File: src/rtl/input_conditioner_pkg.sv
// Shared types and defaults for the input conditioner.
// State encodings are fixed so they can be observed in the debugger.
package input_conditioner_pkg;

    typedef enum logic [1:0] {
        LOW       = 2'd0,
        PEND_HIGH = 2'd1,
        HIGH      = 2'd2,
        PEND_LOW  = 2'd3
    } cond_state_t;

    localparam int DEF_SYNC_STAGES     = 2;
    localparam int DEF_DEBOUNCE_CYCLES = 4;

endpackage

File: src/rtl/input_conditioner_sync_chain.sv
// Multi-flop synchronizer for one asynchronous bit.
// Plain flop-to-flop chain so every stage gets a full period to settle.
module sync_chain #(
    parameter int SYNC_STAGES = 2
) (
    input  logic Clock,
    input  logic Resetn,
    input  logic d,
    output logic q
);

    logic [SYNC_STAGES-1:0] stages;

    always_ff @(posedge Clock or negedge Resetn) begin
        if (!Resetn) begin
            stages <= '0;
        end else begin
            stages <= {stages[SYNC_STAGES-2:0], d};
        end
    end

    assign q = stages[SYNC_STAGES-1];

endmodule

File: src/rtl/input_conditioner.sv
// Synchronizes and debounces a raw switch input.
// Produces a clean level plus one-cycle rise/fall pulses.
module input_conditioner
    import input_conditioner_pkg::*;
#(
    parameter int SYNC_STAGES     = DEF_SYNC_STAGES,
    parameter int DEBOUNCE_CYCLES = DEF_DEBOUNCE_CYCLES
) (
    input  logic Clock,
    input  logic Resetn,
    input  logic D_raw,
    output logic D_clean,
    output logic Rise,
    output logic Fall,
    output logic Busy
);

    localparam int CNT_W = $clog2(DEBOUNCE_CYCLES) + 1;
    localparam logic [CNT_W-1:0] LAST = CNT_W'(DEBOUNCE_CYCLES - 1);
    localparam logic [CNT_W-1:0] ONE  = CNT_W'(1);

    logic             s;
    cond_state_t      state;
    cond_state_t      next_state;
    logic [CNT_W-1:0] count;
    logic [CNT_W-1:0] next_count;
    logic             cur_clean;
    logic             next_clean;

    sync_chain #(
        .SYNC_STAGES(SYNC_STAGES)
    ) u_sync (
        .Clock (Clock),
        .Resetn(Resetn),
        .d     (D_raw),
        .q     (s)
    );

    always_comb begin
        next_state = state;
        next_count = count;
        unique case (state)
            LOW: begin
                if (s) begin
                    if (DEBOUNCE_CYCLES == 1) begin
                        next_state = HIGH;
                    end else begin
                        next_state = PEND_HIGH;
                        next_count = ONE;
                    end
                end
            end
            PEND_HIGH: begin
                if (!s) begin
                    next_state = LOW;
                    next_count = '0;
                end else if (count == LAST) begin
                    next_state = HIGH;
                    next_count = '0;
                end else begin
                    next_count = count + ONE;
                end
            end
            HIGH: begin
                if (!s) begin
                    if (DEBOUNCE_CYCLES == 1) begin
                        next_state = LOW;
                    end else begin
                        next_state = PEND_LOW;
                        next_count = ONE;
                    end
                end
            end
            PEND_LOW: begin
                if (s) begin
                    next_state = HIGH;
                    next_count = '0;
                end else if (count == LAST) begin
                    next_state = LOW;
                    next_count = '0;
                end else begin
                    next_count = count + ONE;
                end
            end
            default: begin
                next_state = LOW;
                next_count = '0;
            end
        endcase
    end

    // Clean level is high in HIGH and while a fall is still unconfirmed
    assign cur_clean  = (state == HIGH) || (state == PEND_LOW);
    assign next_clean = (next_state == HIGH) || (next_state == PEND_LOW);

    always_ff @(posedge Clock or negedge Resetn) begin
        if (!Resetn) begin
            state <= LOW;
            count <= '0;
            Rise  <= 1'b0;
            Fall  <= 1'b0;
        end else begin
            state <= next_state;
            count <= next_count;
            Rise  <= next_clean & ~cur_clean;
            Fall  <= ~next_clean & cur_clean;
        end
    end

    assign D_clean = cur_clean;
    assign Busy    = (state == PEND_HIGH) || (state == PEND_LOW);

endmodule

File: config.mk
export PLATFORM = sky130hd
export DESIGN_NAME = input_conditioner
export DESIGN_NICKNAME = d
export VERILOG_FILES = /design/src/rtl/input_conditioner_pkg.sv /design/src/rtl/input_conditioner_sync_chain.sv /design/src/rtl/input_conditioner.sv
export SDC_FILE = /design/constraint.sdc
export NUM_CORES = 1
export LEC_CHECK = 0
export ABC_CLOCK_PERIOD_IN_PS = 1400
export BUFFER_PORTS_ARGS = -buffer_cell sky130_fd_sc_hd__buf_2
export CAP_MARGIN = 20
export CELL_PAD_IN_SITES_DETAIL_PLACEMENT = 1
export CELL_PAD_IN_SITES_GLOBAL_PLACEMENT = 2
export CORE_AREA = 2 2 39 41
export CTS_CLUSTER_DIAMETER = 100
export DETAILED_ROUTE_END_ITERATION = 8
export DIE_AREA = 0 0 41 43
export GPL_ROUTABILITY_DRIVEN = 0
export PLACE_DENSITY_LB_ADDON = 0.1
export SETUP_SLACK_MARGIN = 0.3
export SLEW_MARGIN = 20
export SYNTH_ARGS = -nofsm -noshare
export SYNTH_HDL_FRONTEND = slang
export SYNTH_SLANG_ARGS = --single-unit
File: constraint.sdc
create_clock -name Clock -period 1.4 [get_ports Clock]
set_input_delay 0.28 -clock Clock [delete_from_list [all_inputs] [get_ports Clock]]
set_output_delay 0.28 -clock Clock [all_outputs]
set_load 0.05 [all_outputs]
Word-level counts from Yosys, hierarchy flattened. Cells that the tools add are included. Widths: inputs -> output; s select.

Register bits after elaboration: 9. Bits of input ports: 3. Output and inout port bits: 4. Logic and storage cells: 36.

Add/subtract/negate cells: 1. Equal/unequal tests: 8. Mux-type cells: 13. Bitwise logic cells: 4. Reductions and logical operators: 5.

Operators with widths (count): $mux 3 (5); $mux 2 (6); $pmux 3 s4 (1); $eq 2x2->1 const B (4); $pmux 2 s4 (1); $add 3x1->3 const B (1); $eq 3x2->1 const B (1); $logic_or 1x1->1 (3); $and 1x1->1 (2); $eq 2x1->1 const B (1); $logic_not 2->1 (1); $ne 2x1->1 const B (1); $ne 2x2->1 const B (1); $not 1->1 (2); $reduce_and 2->1 (1).

Longest topological paths before layout.
Word-level depth: 8. Gate-level depth with buffers: 4.

Hierarchy. A second synthesis with hierarchy kept.

Cells, all modules: 28. Area, all modules: 362.8 um^2.

Modules (own cells, without submodules): input_conditioner (times used 1, cells each 26, area an instance 312.8 um^2, sequential area each 175.2 um^2); sync_chain (times used 1, cells each 2, area an instance 50.0 um^2, sequential area each 50.0 um^2).

Worst setup path before layout. Ideal clock, no wire load.

Path type: register -> register. Start: register count[0]. End: register state[1]. Library setup time: 0.125 ns. Arrival: 1.130 ns. Data required time: 1.275 ns. Path slack: 0.145 ns. Stages on the path, launching flop included: 5. Cell sequence: dfrtp_1 ha_1 nor2b_1 nand2_1 mux2_2.

Cells in the longest elaborated chain, start to end: 4.

Ends and longest elaborated chain: start: declaration (RTL line input_conditioner.sv:25) `logic [CNT_W-1:0] count;`; start signal: assignment (RTL line input_conditioner.sv:104) `count <= next_count;`; $eq 3x2->1 (*) (RTL line input_conditioner.sv:57, input_conditioner.sv:78); $mux 2 (on tied branches) (RTL line input_conditioner.sv:78, input_conditioner.sv:57); $mux 2 (on tied branches) (RTL line input_conditioner.sv:75, input_conditioner.sv:54); $pmux 2 s4 (*) (RTL line input_conditioner.sv:42) `unique case (state)`; named net next_state[1] (RTL line input_conditioner.sv:24) `cond_state_t next_state;`; end signal: assignment (RTL line input_conditioner.sv:103) `state <= next_state;`; end: declaration (RTL line input_conditioner.sv:23) `cond_state_t state;`.

The timed path passes the listed nets; every way through them passes the cells marked *. A chain may end at the register's enable or synchronous reset.

Final worst setup path. Same ends and word-level chain as after synthesis.

==> results.json <==
{
  "max-cap-violations": 0,
  "yosysSeqAreaShare_pct": 62.9,
  "power_density_nw_per_um2": 2050,
  "whs_ns": 0.131,
  "placed_area_um2": 417,
  "hold_path.class": "in -> reg",
  "drive_above_1_share_pct": 58.1,
  "fmax_mhz": 838,
  "highest_layer": "met3",
  "ios": 7,
  "dp_slack_ns": 0.162,
  "h-tree-depth": 1,
  "cts_sinks": 9,
  "die_x_um": 41,
  "outcome": "completed",
  "syn-cell-area_um2": 358,
  "final_nets": 48,
  "irDropWorstVdd_v": 0.000769,
  "clkTransAtPathRegs_ns": 0.06,
  "cp.arrival_ns": 1.33,
  "die_h_um": 43,
  "start_kind": "register",
  "rows": 14,
  "worstSetupPathType": "reg -> reg",
  "finalHoldViolations": 0,
  "coreArea_um2": 1380,
  "antenna_found_initial": 0,
  "crit_path_end_kind": "register",
  "cts_root_buf": "clkbuf_4",
  "port_buffers": 6,
  "areaGrowthSynthToFinish_pct": 53.1,
  "rsz0062_at_grt": "yes",
  "grt_pass1_vias": 284,
  "wl_met3_um": 19,
  "worstHoldEndpoint": "u_sync.stages[0]",
  "detail_route.iter0.violations": 1,
  "synthCells": 28,
  "drt-total-wl_um": 703,
  "postRouteAntennaNets": 0,
  "min_from": "D_raw",
  "met2_length_um": 421,
  "m1WireLength_um": 261,
  "drc": 0,
  "setup_ws_ns": 0.207,
  "vias_per_cell": 4.41,
  "grt_start_max_net_pins": 10,
  "p_leak_nw": 0.252,
  "cts-buffers-inserted": 3,
  "rr_worst_depth": 4,
  "num_vias": 260,
  "layout.core_utilization_pct": 39.6,
  "finalCritPeriodShare_pct": 85.2,
  "ys_types": 15,
  "dr.pass1.iters": 2,
  "grt_use_total_pct": 10.3,
  "die-area_um2": 1760,
  "cts_tree": "yes",
  "cts.path.max_buffers": 2,
  "fin_crit_ns": 1.19,
  "fin_cells": 59,
  "ys_warn_count": 0,
  "total_power_mw": 1.12,
  "diodes": 0,
  "worst-endpoint-required_ns": 1.54,
  "synth_seq_cells": 9,
  "worstHoldPathCells": 1,
  "stdcell_area_um2": 548,
  "drv_slew": 0,
  "timing.rr.end": "state[1]",
  "skew_ns": 0.00392,
  "r2r_slack_ns": 0.21,
  "fin_tns_setup_ns": 0,
  "worst_pin_slew_ns": 0.196,
  "timing.rr.start": "count[0]",
  "synth_fp_nets": 32,
  "slew_headroom_pct": 86.9,
  "dp_hpwl_um": 487,
  "start_util_pct": 25.9,
  "wl_per_cell_um": 11.9,
  "grt_first_pass_wirelength_um": 1140,
  "dp_cells": 48,
  "syn_area_per_cell_um2": 12.8,
  "grt_overflow": 0,
  "finalSetupViolations": 0,
  "cp_max_fo": 4,
  "worst_skew_pair.late_latency_ns": 0.25
}
-- how the worst max path moves through the flow --
| stage | end | depth (start not counted) | start |
|---|---|---|---|
| after detailed placement | state[1] | 4 | count[0] |
| after global routing | state[1] | 4 | count[0] |
| after floorplan | state[1] | 4 | count[0] |
| after CTS | state[1] | 4 | count[1] |
| final | state[1] | 4 | count[0] |
| after global placement | state[1] | 4 | count[0] |
-- kinds of logic after synthesis --
kind of cell               share of synthesized area [%]
xor gates and xnor gates                            4.55
AOI/OAI and AO/OA                                   7.34
buffers and inverters                               2.10
muxes                                               3.15
DFF                                                 62.9
adders and majority gates                           3.50
and+or+nand+nor                                     16.4
-- synth_stat cells, drive strengths merged --
library cell | instances | area share (%)
dfrtp | 9 | 63
nor2b | 1 | 1.7
mux2 | 1 | 3.1
a22o | 1 | 2.4
nand2b | 1 | 1.7
xor2 | 1 | 4.5
nor2 | 2 | 2.1
clkbuf | 2 | 2.1
and2 | 1 | 2.1
nand4b | 1 | 2.4
ha | 1 | 3.5
o21a | 1 | 2.1
nor3b | 2 | 4.2
nand2 | 2 | 2.1
o21ai | 2 | 2.8
-- layout by cell type (no fill, tap or decap), drive strengths merged --
master / instances
buf: 12
dfrtp: 9
clkbuf: 4
nor2: 2
nand2: 2
nor3b: 2
o21ai: 2
nor2b: 1
mux2: 1
xor2: 1
and2: 1
nand2b: 1
nand4b: 1
a22o: 1
o21a: 1
ha: 1
dlygate4sd3: 1
-- critical path, stage by stage, from the launching register on --
cell	delay (ns)
dfrtp_1	0.38
ha_2	0.19
nor2b_4	0.13
nand2_4	0.08
mux2_4	0.30
-- flip-flops by register name, indices dropped and copies added, names as in the netlist --
signal / count
u_sync.stages: 2
count: 3
Rise: 1
state: 2
Fall: 1
-- layer usage --
| metal | GRT usage (%) | vias to the layer above |
|---|---|---|
| met5 | 0 | - |
| met4 | 8.00 | 0 |
| met3 | 3.14 | 0 |
| met2 | 16.9 | 5 |
| met1 | 9.90 | 131 |
| li1 | - | 124 |
-- cell type report --
cell class / instances / area [µm²]
Timing Repair Buffer: 13 / 110
Sequential cell: 9 / 229
Clock buffer: 4 / 26.3
Multi-Input combinational cell: 17 / 163
Fill cell: 153 / 836
Tap cell: 16 / 20.0
-- power by group --
group	internal [mW]	leakage [nW]	switching, mW	total, mW
Clock	0.110	0.0150	0.0860	0.195
Sequential	0.326	0.111	0.0732	0.399
Combinational	0.270	0.127	0.260	0.530
Total	0.705	0.252	0.419	1.12
-- what timing repair did --
action                                  in CTS  in global routing
setup buffers                                4                  2
hold endpoints to repair                     9                  0
resized for setup                            9                  6
hold buffers                                 1                  0
pin swaps                                    3                  1
endpoints found under the setup margin       9                 10
(Power assumes the default switching activity.)
